File: config.mk
export PLATFORM = sky130hd
export DESIGN_NAME = timebase_capture_ctrl
export DESIGN_NICKNAME = d
export VERILOG_FILES = /design/src/rtl/timebase_capture_ctrl.sv
export SDC_FILE = /design/constraint.sdc
export NUM_CORES = 1
export LEC_CHECK = 0
export CAP_MARGIN = 20
export CORE_MARGIN = 2
export CORE_UTILIZATION = 41
export CTS_CLUSTER_SIZE = 10
export DETAILED_ROUTE_END_ITERATION = 8
export SYNTH_ARGS = -nofsm -noshare
export SYNTH_HDL_FRONTEND = slang
export SYNTH_SLANG_ARGS = --single-unit
File: constraint.sdc
create_clock -name CLK_IN -period 4.3 [get_ports CLK_IN]
set_clock_uncertainty 0.1 [all_clocks]
set_input_delay 0.43 -clock CLK_IN [delete_from_list [all_inputs] [get_ports CLK_IN]]
set_output_delay 0.43 -clock CLK_IN [all_outputs]
set_load 0.05 [all_outputs]
File: src/rtl/timebase_capture_ctrl.sv
// Oscilloscope timebase divider and capture sequencer.
// Produces SAMPLE_EN strobes at BASE_DIV << STEP and writes one capture of NUM_SAMPLES into the sample buffer.
module timebase_capture_ctrl #(
    parameter int unsigned BASE_DIV    = 100,
    parameter int unsigned NUM_SAMPLES = 1024,
    parameter int unsigned ADDR_W      = 10
) (
    input  logic              CLK_IN,
    input  logic              RESET,
    input  logic              STEP_UP,
    input  logic              STEP_DOWN,
    input  logic              ARM,
    input  logic              TRIG,
    input  logic              AUTO,
    output logic              SAMPLE_EN,
    output logic              WR_EN,
    output logic [ADDR_W-1:0] WR_ADDR,
    output logic              CAPTURE_DONE,
    output logic              BUSY,
    output logic [2:0]        STEP,
    output logic [27:0]       PERIOD
);

    typedef enum logic [1:0] {S_IDLE, S_ARMED, S_CAPTURE, S_DONE} state_t;

    localparam logic [27:0]       BASE = 28'(BASE_DIV);
    localparam logic [ADDR_W-1:0] LAST = ADDR_W'(NUM_SAMPLES - 1);

    state_t            r_state;
    logic [2:0]        r_pend;
    logic [2:0]        r_step;
    logic [27:0]       r_cnt;
    logic [27:0]       r_period;
    logic              r_sample_en;
    logic [ADDR_W-1:0] r_addr;
    logic              r_done;

    logic [2:0]        w_sel;
    logic [27:0]       w_new_period;
    logic              w_wr;

    // Capture spacing is frozen: the applied step is reused while capturing.
    assign w_sel        = (r_state == S_CAPTURE) ? r_step : r_pend;
    assign w_new_period = BASE << w_sel;
    assign w_wr         = r_sample_en && (r_state == S_CAPTURE);

    always_ff @(posedge CLK_IN) begin
        if (!RESET) begin
            r_pend <= '0;
        end else if (STEP_UP && !STEP_DOWN && (r_pend != 3'd7)) begin
            r_pend <= r_pend + 3'd1;
        end else if (STEP_DOWN && !STEP_UP && (r_pend != 3'd0)) begin
            r_pend <= r_pend - 3'd1;
        end
    end

    always_ff @(posedge CLK_IN) begin
        if (!RESET) begin
            r_cnt       <= BASE - 28'd1;
            r_step      <= '0;
            r_period    <= BASE;
            r_sample_en <= 1'b0;
        end else if (r_cnt == '0) begin
            r_sample_en <= 1'b1;
            r_cnt       <= w_new_period - 28'd1;
            r_step      <= w_sel;
            r_period    <= w_new_period;
        end else begin
            r_sample_en <= 1'b0;
            r_cnt       <= r_cnt - 28'd1;
        end
    end

    always_ff @(posedge CLK_IN) begin
        if (!RESET) begin
            r_state <= S_IDLE;
            r_addr  <= '0;
            r_done  <= 1'b0;
        end else begin
            case (r_state)
                S_IDLE: begin
                    if (ARM) begin
                        r_state <= S_ARMED;
                        r_done  <= 1'b0;
                    end
                end
                S_ARMED: begin
                    if (TRIG) begin
                        r_state <= S_CAPTURE;
                        r_addr  <= '0;
                    end
                end
                S_CAPTURE: begin
                    if (w_wr) begin
                        r_addr <= r_addr + 1'b1;
                        if (r_addr == LAST) begin
                            r_state <= S_DONE;
                            r_done  <= 1'b1;
                        end
                    end
                end
                S_DONE: begin
                    if (AUTO || ARM) begin
                        r_state <= S_ARMED;
                        r_done  <= 1'b0;
                    end
                end
                default: r_state <= S_IDLE;
            endcase
        end
    end

    assign SAMPLE_EN    = r_sample_en;
    assign WR_EN        = w_wr;
    assign WR_ADDR      = r_addr;
    assign CAPTURE_DONE = r_done;
    assign BUSY         = (r_state == S_ARMED) || (r_state == S_CAPTURE);
    assign STEP         = r_step;
    assign PERIOD       = r_period;

endmodule

### After elaboration in Yosys (flattened, before gate mapping)

Cells that the tools add are included.

| storage, ports and cells | value |
|---|---|
| logic and storage cells | 61 |
| register bits after elaboration | 76 |

| cells by class | value |
|---|---|
| shift-type cells | 1 |
| reductions and logical operators | 18 |
| $add $sub $neg | 5 |
| eq/ne operators | 10 |
| muxes and demuxes | 19 |

Operator list:

| cell | number |
|---|---|
| $sub 28x1->28 const B | 2 |
| $logic_not 28->1 | 1 |
| $mux 28 | 1 |
| $shl 7x3->28 const A | 1 |
| $mux 10 | 2 |
| $pmux 10 s2 | 1 |
| $add 10x1->10 const B | 1 |
| $eq 10x10->1 const B | 1 |
| $mux 2 | 5 |
| $reduce_and 5->1 | 2 |
| $mux 3 | 3 |
| $ne 2x2->1 const B | 4 |
| $pmux 2 s4 | 1 |
| $reduce_bool 3->1 | 2 |
| $logic_and 1x1->1 | 5 |
| $mux 1 | 5 |
| $eq 2x2->1 const B | 2 |
| $reduce_bool 2->1 | 2 |
| $add 3x1->3 const B | 1 |
| $ne 3x3->1 const B | 1 |
| $pmux 1 s3 | 1 |
| $reduce_and 3->1 | 1 |
| $sub 3x1->3 const B | 1 |
| $eq 2x1->1 const B | 1 |
| other kinds (4) | 6 |

### Logic depth before layout (Yosys ltp)

| depth | value |
|---|---|
| depth in word-level cells | 5 |
| mapped depth | 13 |
| mapped depth without buffers | 11 |

### Worst setup path after synthesis

No wires, ideal clock.

| timing path | value |
|---|---|
| path kind | reg2reg |
| start point | register r_state[0] |
| end point | register r_cnt[26] |
| cell stages (with the launch flop) | 14 |
| path slack | 1.206 ns |
| setup time | 0.072 ns |
| required time | 4.128 ns |
| data arrival time | 2.923 ns |
| cell sequence | dfxtp_1 > inv_1 > ha_1 > buf_4 > mux2i_1 > inv_1 > ha_1 > clkbuf_1 > nor4_2 > nand2_1 > nor2_1 > o21bai_1 > nor4b_2 > mux2i_1 |

| on the way | value |
|---|---|
| word-level cells in the longest chain between the ends | 5 |

RTL lines:

| element | RTL line | source |
|---|---|---|
| start: declaration | 29 | `state_t r_state;` |
| start signal: assignment | 76 | `r_state <= S_IDLE;` |
| start signal: assignment | 83 | `r_state <= S_ARMED;` |
| start signal: assignment | 89 | `r_state <= S_CAPTURE;` |
| $eq 2x2->1 | 43 | `assign w_sel = (r_state == S_CAPTURE) ? r_step : r_pend;` |
| $mux 3 | 43 |  |
| net w_sel[1] | 38 | `logic [2:0] w_sel;` |
| $shl 7x3->28 | 44 | `assign w_new_period = BASE << w_sel;` |
| $sub 28x1->28 | 65 | `r_cnt <= w_new_period - 28'd1;` |
| $mux 28 | 63 | `end else if (r_cnt == '0) begin` |
| end signal: assignment | 59 | `r_cnt <= BASE - 28'd1;` |
| end signal: assignment | 65 |  |
| end signal: assignment | 70 | `r_cnt <= r_cnt - 28'd1;` |
| end: declaration | 32 | `logic [27:0] r_cnt;` |

The timed path passes the listed nets, and every way through them passes these cells.
A chain may end at the register's enable or synchronous reset.

### Worst setup path after layout

Ends and elaborated chain as after synthesis.

==> impl_metrics.yaml <==
routing:
  vias: 2792
  drc_errors: 0
  drtPass1Iterations: 4
  viasPerCell: 5.190
  first_iter_violations: 127
  wl_um: 7164
  wl_per_cell_um: 13.32
  postRouteAntennaNets: 0
timing:
  fin_tns_setup_ps: 0
  finalWorstSetupSlack_ps: 786.2
  hold_violations: 0
  whs_ps: 325.8
  finalCriticalPeriod_ps: 3514
  relSlewSlack_pct: 41.79
  worst_slew_pin_slew_ps: 872.3
  setup_viol: 0
  timing.fmax_mhz: 284.6
  period_share_pct: 81.72
  slew_viol_final: 0
  grt_setup_unrepaired: "false"
hold_path:
  hp-class: "reg -> reg"
grt:
  antenna_found_initial: 0
  grt_pass1_wl_um: 12410
  grt_max_degree: 31
  track_usage_pct: 17.41
  first_global_vias: 2636
  overflow: 0
cells_and_area:
  drive_above_1_share_pct: 6.928
  final_cells: 538
  finalNetCount: 448
  area.growth.synth_to_final_pct: 14.97
  n_antenna_cell: 0
  nFillCells: 831
power_and_ir_drop:
  vdd_drop_max_mv: 0.1780
  power.density_nw_per_um2: 351.4
  p_leak_nw: 1.539
place:
  gp_congestion: 0.8782
  place_inst: 523
  place_ws_ps: 758.8
  post-dp-hpwl_um: 5241
  io_buffers: 35
logic_synthesis:
  syn_avg_cell_area_um2: 8.442
  yosysWarnings: 0
  async_flop_share_pct: 0
  ys_ff_latch: 60
  yosysSeqAreaShare_pct: 35.57
  netlist_area_um2: 3377
  synthFlopType: "dfxtp_1"
  synth_edf_count: 0
  syn_inst: 400
  yosys.cell_types.count: 61
clock_tree:
  clkLatencyLatePin_ps: 330
  htree_levels: 3
  clock_tree.root_cell: "clkbuf_8"
  cts_tree: "built"
  cts_setup_buffers: 0
  clk_pin_slew_ps: 60
  post_cts_resized: 0
  cts_buffers: 9
  cts.path.max_buffers: 2
  postCtsHoldBufs: 0
  cts.sinks: 60
setup_path:
  critPathKind: "reg -> reg"
  cpPeakStageDelay_ps: 610
  cp_cell_sequence: "inv_1 -> ha_1 -> mux2i_1 -> inv_1 -> ha_1 -> nor4_2 -> nand2_1 -> nor2_1 -> o21bai_1 -> nor4b_2 -> mux2i_1"
  worstReg2RegEnd: "r_cnt[26]$_SDFF_PN0_"
  crit_path_end: "r_cnt[26]$_SDFF_PN0_"
  cp-end-kind: "flop"
  crit_start: "r_state[0]$_SDFFE_PN0P_"
  start_kind: "flop"
  regToRegStartpoint: "r_state[0]$_SDFFE_PN0P_"
  r2r_slack_ps: 790
  reg2reg_depth: 11
  arrival_ps: 3670
  critPathMaxFanout: 9
  required_ps: 4460
  crit_path_top_delay_cell: "mux2i_1"
flow_run:
  max_cap_violations: 0
floorplan:
  rows: 33
  coreArea_um2: 8093
  die-area_um2: 8979
  die_height_um: 94.76
  start_util_pct: 41.73
  chipWidth_um: 94.76
  boundaryPins: 52
outcome:
  status: "complete, no violations"
-- worst max-delay path: cells and delay by family, from the launching register on --
kind	cells	cell delay, ps
simple gates	4	990
mux	2	810
fa+ha+maj	2	800
flops	1	340
buf+inv	2	250
compound gates	1	140
-- Yosys cell counts (4+ instances only) --
cell type | instances | area share (%)
dfxtp_1 | 60 | 36
nand2_1 | 41 | 4.6
nor2_1 | 37 | 4.1
buf_4 | 18 | 4.0
nand3_1 | 18 | 2.7
xnor2_1 | 18 | 4.7
and2_1 | 14 | 2.6
a21oi_1 | 13 | 1.9
inv_1 | 12 | 1.3
nor3_1 | 12 | 1.8
o21ai_0 | 12 | 1.8
clkbuf_1 | 11 | 1.2
ha_1 | 11 | 4.1
mux2i_1 | 9 | 2.7
nand2b_1 | 8 | 1.5
xor2_1 | 8 | 2.1
o211a_1 | 6 | 1.8
a211oi_1 | 5 | 1.1
nor2b_1 | 5 | 0.93
a31oi_1 | 4 | 0.74
nand4_1 | 4 | 0.74
nor4_2 | 4 | 1.5
-- registers in the layout, summed over array words and instances, names as in the netlist --
register	flops
PERIOD	12
STEP	3
r_state	2
r_cnt	28
CAPTURE_DONE	1
r_pend	3
WR_ADDR	10
SAMPLE_EN	1
-- area by class of cell --
class,instances,area (um^2),area share [%]
Clock buffer,13,158.9,4.093
Timing Repair Buffer,36,357.8,9.217
Tap cell,105,131.4,3.384
Inverter,13,48.80,1.257
Multi-Input combinational cell,309,1974,50.85
Clock inverter,2,10.01,0.2578
Sequential cell,60,1201,30.94
-- how the worst min path moves through the flow --
stage                              startpoint             endpoint  slack, ps  cells after the start
after global routing      r_cnt[0]$_SDFF_PN1_  r_cnt[0]$_SDFF_PN1_        360                      1
final                     r_cnt[0]$_SDFF_PN1_  r_cnt[0]$_SDFF_PN1_        330                      1
after detailed placement  r_cnt[0]$_SDFF_PN1_  r_cnt[0]$_SDFF_PN1_        310                      1
after global placement    r_cnt[0]$_SDFF_PN1_  r_cnt[0]$_SDFF_PN1_        300                      1
after floorplan           r_cnt[0]$_SDFF_PN1_  r_cnt[0]$_SDFF_PN1_        290                      1
after CTS                 r_cnt[0]$_SDFF_PN1_  r_cnt[0]$_SDFF_PN1_        320                      1
-- through the flow --
| stage | instance area, um^2 | util (%) | power, mW |
|---|---|---|---|
| final | 3882 | 47.97 | 1.364 |
| after global routing | 3882 | 47.97 | 1.446 |
| after CTS | 3882 | 47.97 | 1.379 |
| after detailed placement | 3714 | 45.89 | 0.9378 |
| after global placement | 3714 | 45.89 | 0.9335 |
| after floorplan | 3433 | - | 0.8775 |
-- cell families after synthesis --
family	after synthesis	synth area share, %
simple gates	172	27.23
compound gates	73	15.04
flops	60	35.57
buf+inv	46	7.632
xor+xnor	26	6.743
fa+ha+maj	12	4.668
mux	10	3.001
other cells	1	0.1110
-- placed cells by master, fill, tap and decap left out, types with 13 or more instances in the layout --
| master | Yosys | routed |
|---|---|---|
| dfxtp_1 | 60 | 60 |
| nand2_1 | 41 | 41 |
| nor2_1 | 37 | 37 |
| clkdlybuf4s50_1 | 0 | 35 |
| nand3_1 | 18 | 18 |
| xnor2_1 | 18 | 18 |
| conb_1 | 1 | 16 |
| and2_1 | 14 | 14 |
| a21oi_1 | 13 | 13 |
-- layer usage --
layer | track usage, % | vias to the layer above | share of wire [%] | wire [um]
li1 | - | 1424 | - | -
met1 | 24.35 | 1299 | 49 | 3531
met2 | 26.95 | 63 | 45 | 3238
met3 | 4.709 | 6 | 4.5 | 324
met4 | 3.623 | 0 | 0.98 | 70
met5 | 0 | - | 0 | 0
-- report_power, final --
| group | internal [mW] | switching, mW | leakage [nW] |
|---|---|---|---|
| Sequential | 0.573 | 0.0242 | 0.485 |
| Clock | 0.236 | 0.203 | 0.0893 |
| Combinational | 0.113 | 0.216 | 0.964 |
| Total | 0.921 | 0.443 | 1.54 |
Power figures use the tool's default switching activity.
